File: src/rtl/uart_tx_fifo_pkg.sv
// Shared types and constants for the UART transmit FIFO and its launch sequencer.
package uart_tx_fifo_pkg;

  typedef enum logic [1:0] {
    S_IDLE  = 2'd0,
    S_SEND  = 2'd1,
    S_ACK   = 2'd2,
    S_DRAIN = 2'd3
  } tx_state_e;

  // Cycles spent in S_ACK waiting for the transmitter before the pulse is repeated.
  localparam int ACK_TO = 4;

  typedef logic [1:0] ack_tmr_t;
  localparam ack_tmr_t ACK_TMR_LOAD = ack_tmr_t'(ACK_TO - 1);

endpackage

File: src/rtl/uart_tx_fifo_if.sv
// Producer/transmitter-side signal bundle of uart_tx_fifo.
interface uart_tx_fifo_if #(
  parameter int ADDR_W = 4
);
  logic              wr_en;
  logic [7:0]        wr_data;
  logic              full;
  logic              empty;
  logic [ADDR_W:0]   count;
  logic              overflow;
  logic              busy;
  logic              transmit;
  logic [7:0]        tx_byte;
  logic              is_transmitting;

  modport master (
    output wr_en, wr_data, is_transmitting,
    input  full, empty, count, overflow, busy, transmit, tx_byte
  );

  modport slave (
    input  wr_en, wr_data, is_transmitting,
    output full, empty, count, overflow, busy, transmit, tx_byte
  );
endinterface

File: src/rtl/uart_tx_fifo_byte_fifo.sv
// DEPTH-entry byte FIFO with registered count/full/empty flags and an overflow pulse.
module uart_byte_fifo #(
  parameter int DEPTH  = 16,
  parameter int ADDR_W = 4
) (
  input  logic              clk,
  input  logic              rst_n,
  input  logic              push,
  input  logic              pop,
  input  logic [7:0]        wr_data,
  output logic [7:0]        rd_data,
  output logic [ADDR_W:0]   count,
  output logic [ADDR_W:0]   count_nxt,
  output logic              full,
  output logic              empty,
  output logic              overflow
);

  localparam logic [ADDR_W-1:0] PTR_ONE = 1;
  localparam logic [ADDR_W:0]   CNT_ONE = 1;
  localparam logic [ADDR_W:0]   CNT_MAX = DEPTH[ADDR_W:0];

  logic [7:0]        mem_q [DEPTH];
  logic [ADDR_W-1:0] wptr_q, wptr_d;
  logic [ADDR_W-1:0] rptr_q, rptr_d;
  logic [ADDR_W:0]   count_q, count_d;
  logic              full_q, full_d;
  logic              empty_q, empty_d;
  logic              overflow_q, overflow_d;
  logic              push_ok;
  logic              pop_ok;

  // Room is judged on the registered count only; a same-cycle pop does not free a slot.
  always_comb begin
    push_ok    = push && !full_q;
    pop_ok     = pop && !empty_q;
    wptr_d     = wptr_q;
    rptr_d     = rptr_q;
    count_d    = count_q;
    overflow_d = push && full_q;
    if (push_ok) wptr_d = wptr_q + PTR_ONE;
    if (pop_ok)  rptr_d = rptr_q + PTR_ONE;
    case ({push_ok, pop_ok})
      2'b10:   count_d = count_q + CNT_ONE;
      2'b01:   count_d = count_q - CNT_ONE;
      default: count_d = count_q;
    endcase
    full_d  = (count_d == CNT_MAX);
    empty_d = (count_d == '0);
  end

  always_ff @(posedge clk or negedge rst_n) begin
    if (!rst_n) begin
      wptr_q     <= '0;
      rptr_q     <= '0;
      count_q    <= '0;
      full_q     <= 1'b0;
      empty_q    <= 1'b1;
      overflow_q <= 1'b0;
    end else begin
      wptr_q     <= wptr_d;
      rptr_q     <= rptr_d;
      count_q    <= count_d;
      full_q     <= full_d;
      empty_q    <= empty_d;
      overflow_q <= overflow_d;
    end
  end

  always_ff @(posedge clk) begin
    if (push_ok) mem_q[wptr_q] <= wr_data;
  end

  assign rd_data   = mem_q[rptr_q];
  assign count     = count_q;
  assign count_nxt = count_d;
  assign full      = full_q;
  assign empty     = empty_q;
  assign overflow  = overflow_q;

endmodule

File: src/rtl/uart_tx_fifo.sv
// Byte FIFO plus launch sequencer feeding a UartTx transmitter one byte at a time.
//  state   | meaning
//  S_IDLE  | waiting for a byte; pops and loads tx_byte when the FIFO is not empty
//  S_SEND  | transmit pulse high for this single cycle
//  S_ACK   | waiting for is_transmitting to rise; re-pulses after ACK_TO cycles
//  S_DRAIN | transmitter busy with the byte; wait for is_transmitting to fall
module uart_tx_fifo
  import uart_tx_fifo_pkg::*;
#(
  parameter int DEPTH  = 16,
  parameter int ADDR_W = 4
) (
  input  logic             clk,
  input  logic             rst_n,
  uart_tx_fifo_if.slave    bus
);

  tx_state_e       state_q, state_d;
  ack_tmr_t        tmr_q, tmr_d;
  logic [7:0]      tx_byte_q, tx_byte_d;
  logic            transmit_q, transmit_d;
  logic            busy_q, busy_d;
  logic            pop;
  logic [7:0]      fifo_rd_data;
  logic [ADDR_W:0] fifo_count;
  logic [ADDR_W:0] fifo_count_nxt;
  logic            fifo_full;
  logic            fifo_empty;
  logic            fifo_overflow;

  uart_byte_fifo #(
    .DEPTH  (DEPTH),
    .ADDR_W (ADDR_W)
  ) u_fifo (
    .clk       (clk),
    .rst_n     (rst_n),
    .push      (bus.wr_en),
    .pop       (pop),
    .wr_data   (bus.wr_data),
    .rd_data   (fifo_rd_data),
    .count     (fifo_count),
    .count_nxt (fifo_count_nxt),
    .full      (fifo_full),
    .empty     (fifo_empty),
    .overflow  (fifo_overflow)
  );

  always_comb begin
    state_d   = state_q;
    tmr_d     = tmr_q;
    tx_byte_d = tx_byte_q;
    pop       = 1'b0;
    case (state_q)
      S_IDLE: begin
        if (!fifo_empty) begin
          pop       = 1'b1;
          tx_byte_d = fifo_rd_data;
          state_d   = S_SEND;
        end
      end
      S_SEND: begin
        state_d = S_ACK;
        tmr_d   = ACK_TMR_LOAD;
      end
      S_ACK: begin
        // The loaded byte stays in tx_byte, so a missed pulse is simply repeated.
        if (bus.is_transmitting)  state_d = S_DRAIN;
        else if (tmr_q == '0)     state_d = S_SEND;
        else                      tmr_d   = tmr_q - ack_tmr_t'(1);
      end
      S_DRAIN: begin
        if (!bus.is_transmitting) state_d = S_IDLE;
      end
      default: state_d = S_IDLE;
    endcase
    transmit_d = (state_d == S_SEND);
    busy_d     = (state_d != S_IDLE) || (fifo_count_nxt != '0);
  end

  always_ff @(posedge clk or negedge rst_n) begin
    if (!rst_n) begin
      state_q    <= S_IDLE;
      tmr_q      <= '0;
      tx_byte_q  <= 8'h00;
      transmit_q <= 1'b0;
      busy_q     <= 1'b0;
    end else begin
      state_q    <= state_d;
      tmr_q      <= tmr_d;
      tx_byte_q  <= tx_byte_d;
      transmit_q <= transmit_d;
      busy_q     <= busy_d;
    end
  end

  assign bus.full     = fifo_full;
  assign bus.empty    = fifo_empty;
  assign bus.count    = fifo_count;
  assign bus.overflow = fifo_overflow;
  assign bus.busy     = busy_q;
  assign bus.transmit = transmit_q;
  assign bus.tx_byte  = tx_byte_q;

endmodule

File: src/flat_wrapper.sv
// flat-port wrapper written by rule: the top's interface ports become plain ports
module uart_tx_fifo_flat import uart_tx_fifo_pkg::*;
#(
  parameter int DEPTH  = 16,
  parameter int ADDR_W = 4
)
  (clk, rst_n, bus_wr_en, bus_wr_data, bus_is_transmitting, bus_full, bus_empty, bus_count, bus_overflow, bus_busy, bus_transmit, bus_tx_byte);
  uart_tx_fifo_if #(.ADDR_W(ADDR_W)) bus_i ();
  input  logic clk;
  input  logic rst_n;
  input wire logic [$bits(bus_i.wr_en)-1:0] bus_wr_en;
  input wire logic [$bits(bus_i.wr_data)-1:0] bus_wr_data;
  input wire logic [$bits(bus_i.is_transmitting)-1:0] bus_is_transmitting;
  output wire logic [$bits(bus_i.full)-1:0] bus_full;
  output wire logic [$bits(bus_i.empty)-1:0] bus_empty;
  output wire logic [$bits(bus_i.count)-1:0] bus_count;
  output wire logic [$bits(bus_i.overflow)-1:0] bus_overflow;
  output wire logic [$bits(bus_i.busy)-1:0] bus_busy;
  output wire logic [$bits(bus_i.transmit)-1:0] bus_transmit;
  output wire logic [$bits(bus_i.tx_byte)-1:0] bus_tx_byte;
  assign bus_i.wr_en = bus_wr_en;
  assign bus_i.wr_data = bus_wr_data;
  assign bus_i.is_transmitting = bus_is_transmitting;
  assign bus_full = bus_i.full;
  assign bus_empty = bus_i.empty;
  assign bus_count = bus_i.count;
  assign bus_overflow = bus_i.overflow;
  assign bus_busy = bus_i.busy;
  assign bus_transmit = bus_i.transmit;
  assign bus_tx_byte = bus_i.tx_byte;
  uart_tx_fifo #(.DEPTH(DEPTH), .ADDR_W(ADDR_W)) u_core (.clk(clk), .rst_n(rst_n), .bus(bus_i));
endmodule
File: config.mk
export PLATFORM = sky130hd
export DESIGN_NAME = uart_tx_fifo_flat
export DESIGN_NICKNAME = d
export VERILOG_FILES = /design/src/rtl/uart_tx_fifo_pkg.sv /design/src/rtl/uart_tx_fifo_if.sv /design/src/rtl/uart_tx_fifo_byte_fifo.sv /design/src/rtl/uart_tx_fifo.sv /design/src/flat_wrapper.sv
export SDC_FILE = /design/constraint.sdc
export NUM_CORES = 1
export LEC_CHECK = 0
export BUFFER_PORTS_ARGS = -buffer_cell sky130_fd_sc_hd__buf_2
export CORE_MARGIN = 2
export CORE_UTILIZATION = 55
export CTS_CLUSTER_DIAMETER = 60
export DETAILED_ROUTE_END_ITERATION = 16
export GPL_TIMING_DRIVEN = 0
export PLACE_DENSITY = 0.73
export SYNTH_ARGS = -nofsm -noshare
export SYNTH_HDL_FRONTEND = slang
export SYNTH_SLANG_ARGS = --single-unit
File: constraint.sdc
create_clock -name clk -period 5.08 [get_ports clk]
set_input_delay 0.254 -clock clk [delete_from_list [all_inputs] [get_ports clk]]
set_output_delay 0.254 -clock clk [all_outputs]
set_load 0.05 [all_outputs]
==> impl_metrics.tcl <==
set metrics [dict create \
    slew_headroom_pct 43.3 \
    fin_hold_ws_ns 0.0568 \
    drv_cap 0 \
    status "finished clean" \
    rows 39 \
    ant_nets 0 \
    path_cells "buf_6 -> or3_1 -> buf_6 -> inv_2 -> ha_1 -> clkbuf_1 -> nor4bb_1 -> nand3_1 -> nand2_1 -> a311oi_1 -> or4_4" \
    dr_total_vias 3401 \
    arrival_ns 3.45 \
    p_per_area_mw_per_mm2 601 \
    h-tree-depth 4 \
    synthesis.nets 383 \
    synth_cell_types 44 \
    synth-seq-area-share_pct 71.7 \
    clock-sinks 158 \
    slowest_delay_ns 0.55 \
    antenna_found_initial 0 \
    postCtsSetupBuffers 0 \
    clk_pin_slew_ns 0.06 \
    required_ns 5.37 \
    drt-total-wl_um 12300 \
    first_pass_iters 5 \
    grt_use_total_pct 20.9 \
    die_x_um 112 \
    synth_flop_cell "edfxtp_1" \
    stdcell_count 568 \
    cts_tree "built" \
    area_growth_pct 13.7 \
    ios 30 \
    critical-path-slowest-cell "or4_4" \
    hold_viol_final 0 \
    initial_utilization_pct 56.2 \
    drt_iter0_drc 390 \
    max-vdd-ir-drop_v 0.000352 \
    timing.final.crit_share_pct 62.2 \
    diodes 0 \
    wl_per_cell_um 21.6 \
    nNetsFinal 432 \
    clock_path_buffers 2 \
    cts_resized 0 \
    timing.fmax_mhz 317 \
    yosys-top-cells-area "edfxtp_1 60%, dfrtp_1 11%, mux4_2 11%" \
    drv_slew 0 \
    path_class "flip-flop to flip-flop" \
    crit_top_cell "buf_6" \
    cts_buffers 17 \
    holdCritPathClass "input port to flip-flop" \
    grt_pass1_wl_um 19200 \
    ys_warn_count 0 \
    portBuffers 29 \
    grt_setup_unrepaired "no" \
    cp_num_buf_inv 4 \
    first_global_vias 3421 \
    yosysMostFrequentCell "edfxtp_1" \
    ys_ff_latch 158 \
    synth_edf_count 128 \
    start_kind "flip-flop" \
    synth.avg_cell_area_sq_um 17.7 \
    synthTopCellsByCount "128 x edfxtp_1, 32 x mux4_2, 29 x dfrtp_1" \
    tightest_slew_ns 0.850 \
    placedCellCount 535 \
    leakagePower_uw 0.00257 \
    syn-cell-area_sq_mm 0.00641 \
    dieArea_sq_mm 0.0125 \
    gp_congestion 0.869 \
    die-height_um 112 \
    yosysTopAreaCellShare_pct 59.9 \
    clock_skew_ns 0.00952 \
    finalSetupTns_ns 0 \
    grt_overflow 0 \
    crit_family "simple AND/OR/NAND/NOR gates" \
    drc_errors 0 \
    synthCells 363 \
    yosys.area.top_type "edfxtp_1" \
    r2r_setup_slack_ns 1.92 \
    min_period_ns 3.16 \
    drive_above_1_share_pct 24.5 \
    cts_hold_buf 1 \
    cp-end-kind "flip-flop" \
    synthArstFlopShare_pct 19.0 \
    finalSetupViolCount 0 \
    cts_root_buf "clkbuf_16" \
    grt_max_degree 31 \
    clock_latency_ns 0.42 \
    hpwl_um 7790 \
    path_max_fanout 10 \
    vias_per_cell 5.99 \
    design.core.area_sq_mm 0.0114 \
]
kinds of logic (layout without fill, tap and decap cells):
group | after synthesis | count (layout) | synth area share, %
DFF | 158 | 158 | 71.7
adders and majority gates | 8 | 8 | 1.56
xor gates and xnor gates | 10 | 10 | 1.37
AOI/OAI and AO/OA | 49 | 49 | 5.44
muxes | 33 | 33 | 11.4
and+or+nand+nor | 75 | 75 | 6.52
buffers and inverters | 30 | 92 | 2.05
stage by stage:
step	total power [uW]	cell area, sq um	util (%)	setup WS (ns)
global placement	3210	6740	59.0	2.08
finish	4380	7290	63.9	1.92
CTS	4410	7290	63.9	1.96
global route	4590	7290	63.9	1.80
detailed placement	3260	6740	59.0	2.00
floorplan	2860	6410	-	2.20
cells in the final DEF, fill, tap and decap left out, types with 10 or more instances in the layout:
cell,n
clkbuf_1,10
dfrtp_1,29
and2_1,18
clkbuf_16,17
o21ai_0,15
inv_1,10
buf_2,32
edfxtp_1,128
mux4_2,32
xnor2_1,10
nand2_1,20
final cells by class:
class	instances	area, sq um
Inverter	11	41.3
Multi-Input combinational cell	175	1690
Buffer	19	90.1
Fill cell	792	4130
Tap cell	143	179
Timing Repair Buffer	30	155
Clock inverter	13	113
Clock buffer	19	433
Sequential cell	158	4600
report_power, final:
part / total [uW] / internal, uW / switching [uW]
clock network: 1150 / 635 / 519
registers: 1740 / 1620 / 120
logic: 1490 / 578 / 912
total: 4380 / 2830 / 1550
flip-flops by register name (all words and copies together), names as in the netlist:
name / cells
u_core.u_fifo.mem_q: 128
u_core.bus.tx_byte: 8
u_core.u_fifo.count: 5
u_core.u_fifo.rptr_q: 4
u_core.u_fifo.wptr_q: 4
u_core.state_q: 2
u_core.tmr_q: 2
u_core.bus.busy: 1
u_core.bus.transmit: 1
u_core.u_fifo.empty: 1
u_core.u_fifo.full: 1
u_core.u_fifo.overflow: 1
worst paths after layout:
check,from,to,depth (start not counted)
min in group asynchronous,rst_n,u_core.tmr_q[0]$_DFFE_PN0P_,2
max reg2reg,u_core.state_q[1]$_DFF_PN0_,u_core.bus.busy$_DFF_PN0_,11
min reg2reg,u_core.bus.tx_byte[0]$_DFFE_PN0P_,u_core.bus.tx_byte[0]$_DFFE_PN0P_,2
min,bus_wr_en,u_core.u_fifo.overflow$_DFF_PN0_,2
max,u_core.state_q[1]$_DFF_PN0_,u_core.bus.busy$_DFF_PN0_,11
max in group asynchronous,rst_n,u_core.u_fifo.wptr_q[2]$_DFFE_PN0P_,2
routing by layer:
metal | wire length (um) | up-vias | track usage (%)
met5 | 0 | - | 0
met2 | 6100 | 99 | 31.7
met4 | 229 | 0 | 8.54
li1 | - | 1532 | -
met1 | 5160 | 1752 | 29.6
met3 | 757 | 18 | 5.39
(Power assumes the default switching activity.)
